[src/rtl/oscillator_pkg.sv]
// Shared types and encodings for the oscillator sequencer and datapath.
package oscillator_pkg;

    typedef enum logic [2:0] {
        ST_SEED,
        ST_IDLE,
        ST_FETCH,
        ST_DECODE,
        ST_WAIT,
        ST_CAPTURE,
        ST_EMIT
    } osc_state_e;

    typedef enum logic [1:0] {
        CLS_INACTIVE,
        CLS_TONE,
        CLS_NOISE
    } voice_class_e;

    localparam logic [1:0] S_OSC_OUT_ZERO  = 2'd0;
    localparam logic [1:0] S_OSC_OUT_ROM   = 2'd1;
    localparam logic [1:0] S_OSC_OUT_NOISE = 2'd2;

    localparam logic S_NOISE_SEED = 1'b0;
    localparam logic S_NOISE_STEP = 1'b1;

    localparam int unsigned OSC_CHOICE_NOISE = 4;
    localparam int unsigned VOICE_CYCLES     = 5;

    // Output-register source for a decoded voice class.
    function automatic logic [1:0] out_select(voice_class_e cls);
        case (cls)
            CLS_TONE:  return S_OSC_OUT_ROM;
            CLS_NOISE: return S_OSC_OUT_NOISE;
            default:   return S_OSC_OUT_ZERO;
        endcase
    endfunction

endpackage

[src/rtl/control_oscillator_if.sv]
// Control bundle between the oscillator sequencer and its environment.
interface control_oscillator_if #(
    parameter int unsigned VW = 3
);
    logic          sample_tick;
    logic [VW-1:0] voice_raddr;
    logic          voice_active;
    logic          osc_choice_is_noise;
    logic          phase_we;
    logic [VW-1:0] phase_waddr;
    logic          en_osc_noise;
    logic          s_osc_noise;
    logic          en_osc_out;
    logic [1:0]    s_osc_out;
    logic          sample_valid;
    logic [VW-1:0] sample_voice;
    logic          sample_last;
    logic          busy;
    logic          overrun;

    modport master (
        input  sample_tick, voice_active, osc_choice_is_noise,
        output voice_raddr, phase_we, phase_waddr, en_osc_noise, s_osc_noise,
               en_osc_out, s_osc_out, sample_valid, sample_voice, sample_last,
               busy, overrun
    );

    modport slave (
        output sample_tick, voice_active, osc_choice_is_noise,
        input  voice_raddr, phase_we, phase_waddr, en_osc_noise, s_osc_noise,
               en_osc_out, s_osc_out, sample_valid, sample_voice, sample_last,
               busy, overrun
    );
endinterface

[src/rtl/control_oscillator_voice_counter.sv]
// Voice slot counter: clear at frame start, step between voices, flags the last slot.
module voice_counter #(
    parameter int unsigned NUM_VOICES = 8,
    parameter int unsigned VW         = 3
) (
    input  logic          clk,
    input  logic          rst_n,
    input  logic          clear,
    input  logic          inc,
    output logic [VW-1:0] count,
    output logic          last
);

    always_ff @(posedge clk) begin
        if (!rst_n || clear) begin
            count <= '0;
        end else if (inc) begin
            count <= count + VW'(1);
        end
    end

    assign last = (count == VW'(NUM_VOICES - 1));

endmodule

[src/rtl/control_oscillator.sv]
// Per-frame voice sequencer steering the oscillator datapath, five cycles per voice.
module control_oscillator
    import oscillator_pkg::*;
#(
    parameter int unsigned NUM_VOICES = 8,
    parameter int unsigned VW         = (NUM_VOICES > 1) ? $clog2(NUM_VOICES) : 1
) (
    input logic                clk,
    input logic                rst_n,
    control_oscillator_if.master bus
);

    osc_state_e    state;
    voice_class_e  cls;
    logic [VW-1:0] v;
    logic          v_last;
    logic          v_clear;
    logic          v_inc;

    logic          phase_we_q;
    logic [VW-1:0] phase_waddr_q;
    logic          en_osc_noise_q;
    logic          s_osc_noise_q;
    logic          en_osc_out_q;
    logic [1:0]    s_osc_out_q;
    logic          sample_valid_q;
    logic [VW-1:0] sample_voice_q;
    logic          sample_last_q;
    logic          busy_q;
    logic          overrun_q;

    assign v_clear = (state == ST_IDLE) && bus.sample_tick;
    assign v_inc   = (state == ST_EMIT) && !v_last;

    voice_counter #(
        .NUM_VOICES (NUM_VOICES),
        .VW         (VW)
    ) u_voice_counter (
        .clk   (clk),
        .rst_n (rst_n),
        .clear (v_clear),
        .inc   (v_inc),
        .count (v),
        .last  (v_last)
    );

    // Each output is loaded on the edge entering the state it belongs to.
    always_ff @(posedge clk) begin
        if (!rst_n) begin
            state          <= ST_SEED;
            cls            <= CLS_INACTIVE;
            phase_we_q     <= 1'b0;
            phase_waddr_q  <= '0;
            en_osc_noise_q <= 1'b1;
            s_osc_noise_q  <= S_NOISE_SEED;
            en_osc_out_q   <= 1'b0;
            s_osc_out_q    <= S_OSC_OUT_ZERO;
            sample_valid_q <= 1'b0;
            sample_voice_q <= '0;
            sample_last_q  <= 1'b0;
            busy_q         <= 1'b0;
            overrun_q      <= 1'b0;
        end else begin
            phase_we_q     <= 1'b0;
            en_osc_noise_q <= 1'b0;
            s_osc_noise_q  <= S_NOISE_SEED;
            en_osc_out_q   <= 1'b0;
            s_osc_out_q    <= S_OSC_OUT_ZERO;
            sample_valid_q <= 1'b0;
            sample_last_q  <= 1'b0;
            overrun_q      <= bus.sample_tick && (state != ST_IDLE);

            case (state)
                ST_SEED: state <= ST_IDLE;
                ST_IDLE: begin
                    if (bus.sample_tick) begin
                        state  <= ST_FETCH;
                        busy_q <= 1'b1;
                    end
                end
                ST_FETCH: state <= ST_DECODE;
                ST_DECODE: begin
                    state <= ST_WAIT;
                    if (!bus.voice_active) begin
                        cls <= CLS_INACTIVE;
                    end else if (bus.osc_choice_is_noise) begin
                        cls            <= CLS_NOISE;
                        en_osc_noise_q <= 1'b1;
                        s_osc_noise_q  <= S_NOISE_STEP;
                    end else begin
                        cls <= CLS_TONE;
                    end
                end
                ST_WAIT: begin
                    state         <= ST_CAPTURE;
                    en_osc_out_q  <= 1'b1;
                    s_osc_out_q   <= out_select(cls);
                    phase_we_q    <= (cls == CLS_TONE);
                    phase_waddr_q <= v;
                end
                ST_CAPTURE: begin
                    state          <= ST_EMIT;
                    sample_valid_q <= 1'b1;
                    sample_voice_q <= v;
                    sample_last_q  <= v_last;
                end
                ST_EMIT: begin
                    if (v_last) begin
                        state  <= ST_IDLE;
                        busy_q <= 1'b0;
                    end else begin
                        state <= ST_FETCH;
                    end
                end
                default: state <= ST_SEED;
            endcase
        end
    end

    // A reset landing in CAPTURE must suppress that cycle's phase write.
    assign bus.phase_we     = phase_we_q & rst_n;
    assign bus.voice_raddr  = v;
    assign bus.phase_waddr  = phase_waddr_q;
    assign bus.en_osc_noise = en_osc_noise_q;
    assign bus.s_osc_noise  = s_osc_noise_q;
    assign bus.en_osc_out   = en_osc_out_q;
    assign bus.s_osc_out    = s_osc_out_q;
    assign bus.sample_valid = sample_valid_q;
    assign bus.sample_voice = sample_voice_q;
    assign bus.sample_last  = sample_last_q;
    assign bus.busy         = busy_q;
    assign bus.overrun      = overrun_q;

endmodule

[src/flat_wrapper.sv]
// flat-port wrapper written by rule: the top's interface ports become plain ports
module control_oscillator_flat import oscillator_pkg::*;
#(
    parameter int unsigned NUM_VOICES = 8,
    parameter int unsigned VW         = (NUM_VOICES > 1) ? $clog2(NUM_VOICES) : 1
)
  (clk, rst_n, bus_sample_tick, bus_voice_active, bus_osc_choice_is_noise, bus_voice_raddr, bus_phase_we, bus_phase_waddr, bus_en_osc_noise, bus_s_osc_noise, bus_en_osc_out, bus_s_osc_out, bus_sample_valid, bus_sample_voice, bus_sample_last, bus_busy, bus_overrun);
  control_oscillator_if #(.VW(VW)) bus_i ();
  input logic clk;
  input logic rst_n;
  input wire logic [$bits(bus_i.sample_tick)-1:0] bus_sample_tick;
  input wire logic [$bits(bus_i.voice_active)-1:0] bus_voice_active;
  input wire logic [$bits(bus_i.osc_choice_is_noise)-1:0] bus_osc_choice_is_noise;
  output wire logic [$bits(bus_i.voice_raddr)-1:0] bus_voice_raddr;
  output wire logic [$bits(bus_i.phase_we)-1:0] bus_phase_we;
  output wire logic [$bits(bus_i.phase_waddr)-1:0] bus_phase_waddr;
  output wire logic [$bits(bus_i.en_osc_noise)-1:0] bus_en_osc_noise;
  output wire logic [$bits(bus_i.s_osc_noise)-1:0] bus_s_osc_noise;
  output wire logic [$bits(bus_i.en_osc_out)-1:0] bus_en_osc_out;
  output wire logic [$bits(bus_i.s_osc_out)-1:0] bus_s_osc_out;
  output wire logic [$bits(bus_i.sample_valid)-1:0] bus_sample_valid;
  output wire logic [$bits(bus_i.sample_voice)-1:0] bus_sample_voice;
  output wire logic [$bits(bus_i.sample_last)-1:0] bus_sample_last;
  output wire logic [$bits(bus_i.busy)-1:0] bus_busy;
  output wire logic [$bits(bus_i.overrun)-1:0] bus_overrun;
  assign bus_i.sample_tick = bus_sample_tick;
  assign bus_i.voice_active = bus_voice_active;
  assign bus_i.osc_choice_is_noise = bus_osc_choice_is_noise;
  assign bus_voice_raddr = bus_i.voice_raddr;
  assign bus_phase_we = bus_i.phase_we;
  assign bus_phase_waddr = bus_i.phase_waddr;
  assign bus_en_osc_noise = bus_i.en_osc_noise;
  assign bus_s_osc_noise = bus_i.s_osc_noise;
  assign bus_en_osc_out = bus_i.en_osc_out;
  assign bus_s_osc_out = bus_i.s_osc_out;
  assign bus_sample_valid = bus_i.sample_valid;
  assign bus_sample_voice = bus_i.sample_voice;
  assign bus_sample_last = bus_i.sample_last;
  assign bus_busy = bus_i.busy;
  assign bus_overrun = bus_i.overrun;
  control_oscillator #(.NUM_VOICES(NUM_VOICES), .VW(VW)) u_core (.clk(clk), .rst_n(rst_n), .bus(bus_i));
endmodule
[config.mk]
export PLATFORM = sky130hd
export DESIGN_NAME = control_oscillator_flat
export DESIGN_NICKNAME = d
export VERILOG_FILES = /design/src/rtl/oscillator_pkg.sv /design/src/rtl/control_oscillator_if.sv /design/src/rtl/control_oscillator_voice_counter.sv /design/src/rtl/control_oscillator.sv /design/src/flat_wrapper.sv
export SDC_FILE = /design/constraint.sdc
export NUM_CORES = 1
export LEC_CHECK = 0
export CORE_AREA = 4 4 48 50
export CTS_CLUSTER_SIZE = 25
export DETAILED_ROUTE_END_ITERATION = 8
export DIE_AREA = 0 0 52 54
export GPL_TIMING_DRIVEN = 0
export PLACE_DENSITY = 0.78
export SLEW_MARGIN = 20
export SYNTH_ARGS = -nofsm -noshare
export SYNTH_HDL_FRONTEND = slang
export SYNTH_SLANG_ARGS = --single-unit
[constraint.sdc]
create_clock -name clk -period 4 [get_ports clk]
set_input_delay 0.6 -clock clk [delete_from_list [all_inputs] [get_ports clk]]
set_output_delay 0.6 -clock clk [all_outputs]
set_load 0.01 [all_outputs]
== Word level (Yosys, flattened, before mapping) ==
Index checks and enable logic that the tools add are counted.

* Output and inout port bits: 19
* Memories: 0
* Bits in latches: 0
* Bits in writable memories: 0
* Word-level logic and storage cells: 53
* Memory bits (read-only): 0
* Bits of input ports: 5
* Flip-flop bits (word level): 24

* Multiplexer cells: 14
* Equal/unequal tests: 12
* Multiply operators: 0
* Add/sub/neg operators: 1
* Shifts and indexed selects: 0
* Divide/modulo/power cells: 0
* Reduce and logical (&&, ||, !) cells: 11
* Bitwise operators: 1
* Magnitude comparators: 0

{| class="wikitable"
|+ Operators by type and width
! kind !! number
|-
| $pmux W3 S7 || 1
|-
| $eq A3 B3 Y1 const B || 4
|-
| $mux W1 || 7
|-
| $eq A3 B2 Y1 const B || 2
|-
| $mux W2 || 3
|-
| $pmux W2 S2 || 1
|-
| $reduce_and A2 Y1 || 2
|-
| $add A3 B1 Y3 const B || 1
|-
| $eq A3 B1 Y1 const B || 1
|-
| $logic_and A1 B1 Y1 || 3
|-
| $logic_not A3 Y1 || 1
|-
| $mux W3 || 1
|-
| $ne A3 B1 Y1 const B || 1
|-
| $reduce_and A3 Y1 || 1
|-
| $eq A2 B1 Y1 const B || 1
|-
| $eq A2 B2 Y1 const B || 1
|-
| $logic_not A1 Y1 || 2
|-
| $ne A2 B1 Y1 const B || 1
|-
| $ne A2 B2 Y1 const B || 1
|-
| $pmux W1 S2 || 1
|-
| $reduce_bool A2 Y1 || 1
|-
| $and A1 B1 Y1 || 1
|-
| $logic_or A1 B1 Y1 || 1
|}

== Logic depth before layout (Yosys ltp) ==
* Word-level depth: 3
* Mapped depth: 5

== Hierarchy ==
A second synthesis with hierarchy kept.

* Cell total of the unflattened synthesis: 87
* Area, all modules: 865.8 um2

{| class="wikitable"
|+ Modules (own cells, without submodules)
! module !! instances !! area an instance (um2) !! cells each
|-
| control_oscillator || 1 || 734.5 || 75
|-
| voice_counter || 1 || 131.4 || 12
|}

== Least setup slack after synthesis ==
OpenSTA, ideal clock, no wires.

* Path kind: flip-flop to flip-flop
* From: register u_core.u_voice_counter.count[0]
* To: register u_core.u_voice_counter.count[1]
* Cell stages (with the launch flop): 6
* Buffers on the path: 0
* Clock period less this slack: 1.482 ns
* Setup slack: 2.518 ns
* Library setup time: 0.114 ns
* Arrival time: 1.367 ns
* Path through: dfxtp_1 > ha_1 > ha_1 > and4bb_1 > mux2i_1 > nor2_1

* Cells in the longest elaborated chain, start to end: 3
* Elaborated cells on any way between the ends: 4
* Classes of those cells: add/sub (1); eq/ne (1); reduce/logical (2)

{| class="wikitable"
|+ RTL lines
! item !! RTL line !! RTL
|-
| start, declared || control_oscillator_voice_counter.sv:10 || <nowiki>output logic [VW-1:0] count,</nowiki>
|-
| start signal, assigned || control_oscillator_voice_counter.sv:18 || <nowiki>count <= count + VW'(1);</nowiki>
|-
| $eq A3 B3 Y1 || control_oscillator_voice_counter.sv:22 || <nowiki>assign last = (count == VW'(NUM_VOICES - 1));</nowiki>
|-
| named net u_core.u_voice_counter.last || control_oscillator_voice_counter.sv:11 || <nowiki>output logic last</nowiki>
|-
| $logic_not A1 Y1 || control_oscillator.sv:33 || <nowiki>assign v_inc = (state == ST_EMIT) && !v_last;</nowiki>
|-
| $logic_and A1 B1 Y1 || control_oscillator.sv:33 ||
|}

The timed path passes the listed nets, and every way through them passes these cells.
A chain may end at the register's enable or synchronous reset.

== Worst setup path in the final report ==
* From: input rst_n
* To: output bus_phase_we

* Cells in the longest elaborated chain, start to end: 1

{| class="wikitable"
|+ RTL lines
! item !! RTL line !! RTL
|-
| start, declared || flat_wrapper.sv:10 || <nowiki>input logic rst_n;</nowiki>
|-
| $and A1 B1 Y1 || control_oscillator.sv:121 || <nowiki>assign bus.phase_we = phase_we_q & rst_n;</nowiki>
|-
| end, declared || flat_wrapper.sv:15 || <nowiki>output wire logic [$bits(bus_i.phase_we)-1:0] bus_phase_we;</nowiki>
|}

Every way passes these cells.

==> impl_metrics.env <==
export IMPL_status="finished clean"
export IMPL_grt_pass1_wl_mm=2.68
export IMPL_hold_viol=0
export IMPL_slew_violations=0
export IMPL_antenna_found_initial=0
export IMPL_r2r_slack_ns=2.42
export IMPL_syn_area_um2=887
export IMPL_worstHoldEndpoint="u_core.phase_we_q$_SDFF_PN0_"
export IMPL_worst_slew_pin_slew_ns=0.484
export IMPL_min_period_ns=2.50
export IMPL_cts_tree="yes"
export IMPL_grt_usage=0.130
export IMPL_cts_root_buf="clkbuf_4"
export IMPL_path_class="in -> out"
export IMPL_leakagePower_nw=0.449
export IMPL_rows=16
export IMPL_synthToLayoutAreaGrowth_pct=32.9
export IMPL_timing_final_crit_share=0.626
export IMPL_muxShareOfSynthArea=0.0564
export IMPL_synth_xor_area_frac=0.00987
export IMPL_grt_max_degree=14
export IMPL_wl_met1_um=789
export IMPL_routed_wl_mm=1.67
export IMPL_path_clk_slew_ns=0.12
export IMPL_cts_repair_resized=0
export IMPL_synth_top_family_by_area="simple AND/OR/NAND/NOR gates"
export IMPL_layout_common_cells="clkdlybuf4s50_1 (23), dfxtp_1 (23), nand2_1 (10), nor2_1 (8), a21oi_1 (8)"
export IMPL_yosys_area_share_simple=0.244
export IMPL_synth_area_leaders="dfxtp_1 (52%), mux2i_1 (5.6%), a21oi_1 (4.5%)"
export IMPL_die_x_um=52
export IMPL_synth_warnings=0
export IMPL_met3_wirelength_um=65
export IMPL_syn_avg_cell_area_um2=9.75
export IMPL_setup_worst_path_start="rst_n"
export IMPL_synth_compound_area_frac=0.0874
export IMPL_ant_nets=0
export IMPL_drt_wirelength_per_cell_um=11.5
export IMPL_n_antenna_cell=0
export IMPL_synthAdderAreaFrac=0.0423
export IMPL_fmax_mhz=399
export IMPL_vias_per_cell=4.75
export IMPL_multi_input_area_um2=390
export IMPL_num_vias=689
export IMPL_start_util=0.466
export IMPL_die_h_um=54
export IMPL_core_um2=1900
export IMPL_synth_area_leader_cell="dfxtp_1"
export IMPL_synthDistinctLibCells=26
export IMPL_rsz0062_at_grt="no"
export IMPL_worstRegToRegCells=5
export IMPL_yosysTopAreaCellShare=0.519
export IMPL_relSlewSlack=0.677
export IMPL_endpoint_kind="output port"
export IMPL_drc=0
export IMPL_seq_area_um2=460
export IMPL_ys_seq_area_frac=0.519
export IMPL_ir_drop_uv=200
export IMPL_holdCritStartpoint="u_core.cls[1]$_SDFFE_PN0P_"
export IMPL_drive_gt1_frac=0.0847
export IMPL_postCtsHoldBufs=0
export IMPL_max_cap_violations=0
export IMPL_fin_tns_setup_ns=0
export IMPL_r2r_end="u_core.u_voice_counter.count[1]$_SDFFE_PP0P_"
export IMPL_fillers=169
export IMPL_synthCells=91
export IMPL_layout_setup_ws_ns=1.50
export IMPL_top_layer="met4"
export IMPL_cts_sinks=23
export IMPL_cp_data_required_time_ns=3.40
export IMPL_numCtsBuffers=3
export IMPL_fin_nets=127
export IMPL_io_buffers=23
export IMPL_hold_depth=1
export IMPL_clock_latency_ns=0.30
export IMPL_grt_pass1_vias=621
export IMPL_cts_setup_buffers=0
export IMPL_setup_viol=0
export IMPL_pre_cts_slack_ns=1.48
export IMPL_ys_ff_latch=23
export IMPL_power_per_cell_area_nw_per_um2=318
export IMPL_die_area_um2=2810
export IMPL_critPathMaxFanout=7
export IMPL_dpl_hpwl_mm=1.30
export IMPL_drtPass1Iterations=4
export IMPL_hold_class="reg -> reg"
export IMPL_clk_path_buf_depth=2
export IMPL_routabilityCongestion=0.766
export IMPL_htree_levels=1
export IMPL_skew_ns=0.00541
export IMPL_critPathLaunchType="input pin"
export IMPL_route_met2_wl_um=796
export IMPL_reg2reg_from="u_core.u_voice_counter.count[0]$_SDFFE_PP0P_"
export IMPL_io_pins=24
export IMPL_syn_nets=99
export IMPL_drtIter0Drc=9
export IMPL_critPathArrivalTime_ns=1.90
export IMPL_grt_overflow=0
-- stage by stage --
step | cell area, um2 | hold slack (ns) | total power, mW | utilization | instances
after CTS | 1180 | 0.463 | 0.380 | 0.620 | 145
after floorplan | 887 | 0.411 | 0.262 | - | 91
after global placement | 1150 | 0.429 | 0.276 | 0.605 | 141
after global routing | 1180 | 0.489 | 0.394 | 0.620 | 145
after detailed placement | 1150 | 0.438 | 0.277 | 0.605 | 141
final | 1180 | 0.454 | 0.375 | 0.620 | 145
-- where the power goes --
| group | internal (mW) | leakage, nW | switching [mW] |
|---|---|---|---|
| logic | 0.0163 | 0.245 | 0.0173 |
| registers | 0.234 | 0.187 | 0.00398 |
| clock network | 0.0373 | 0.0177 | 0.0661 |
-- cells by family after synthesis --
family,after synthesis
AOI/OAI and AO/OA,14
xor gates and xnor gates,1
adders and majority gates,3
buffers and inverters,8
DFF,23
muxes,5
and+or+nand+nor,37
-- sequential cells by signal, summed over array words and instances, names as in the netlist, 2 cells and up --
signal,count
u_core.bus.sample_voice,3
u_core.state,3
u_core.cls,2
u_core.bus.phase_waddr,3
u_core.u_voice_counter.count,3
-- worst max-delay path by stage --
stage                                                   endpoint  slack (ns)
floorplan           u_core.u_voice_counter.count[1]$_SDFFE_PP0P_        2.52
global placement                                    bus_phase_we        1.48
detailed placement                                  bus_phase_we        1.48
CTS                                                 bus_phase_we        1.47
global route                                        bus_phase_we        1.43
finish                                              bus_phase_we        1.50
-- worst max-delay path, stage by stage --
cell and delay (ns):
clkdlybuf4s50_1 0.61, and2_1 0.17, clkdlybuf4s50_1 0.53
-- synth_stat cells --
| cell type | instances |
|---|---|
| and2_1 | 2 |
| buf_2 | 2 |
| nor3b_1 | 2 |
| nand3b_1 | 1 |
| nand3_1 | 4 |
| xnor2_1 | 1 |
| nor2_1 | 8 |
| buf_4 | 1 |
| ha_1 | 3 |
| a41oi_1 | 1 |
| nand2_1 | 10 |
| and4bb_1 | 1 |
| clkbuf_1 | 1 |
| and2b_1 | 1 |
| a21oi_2 | 1 |
| nand2b_1 | 3 |
| nor4bb_1 | 1 |
| or3b_1 | 1 |
| a21oi_1 | 8 |
| o21ai_0 | 4 |
| nor3b_4 | 1 |
| mux2i_1 | 5 |
| nand3b_2 | 1 |
| dfxtp_1 | 23 |
| or2_1 | 1 |
| inv_1 | 4 |
-- per-layer routing --
metal,track usage,up-vias
met1,0.170,310
met4,0.0786,0
met3,0.0166,2
met2,0.205,15
met5,0,-
li1,-,362
-- cell type report --
cell class	count	share of cell area
sequential	23	0.391
multi-input combinational	60	0.331
timing repair buffer	23	0.195
tap	27	0.0287
clock buffer	3	0.0191
buffer	4	0.0180
inverter	4	0.0127
clock inverter	1	0.00425
Power figures use the tool's default switching activity.
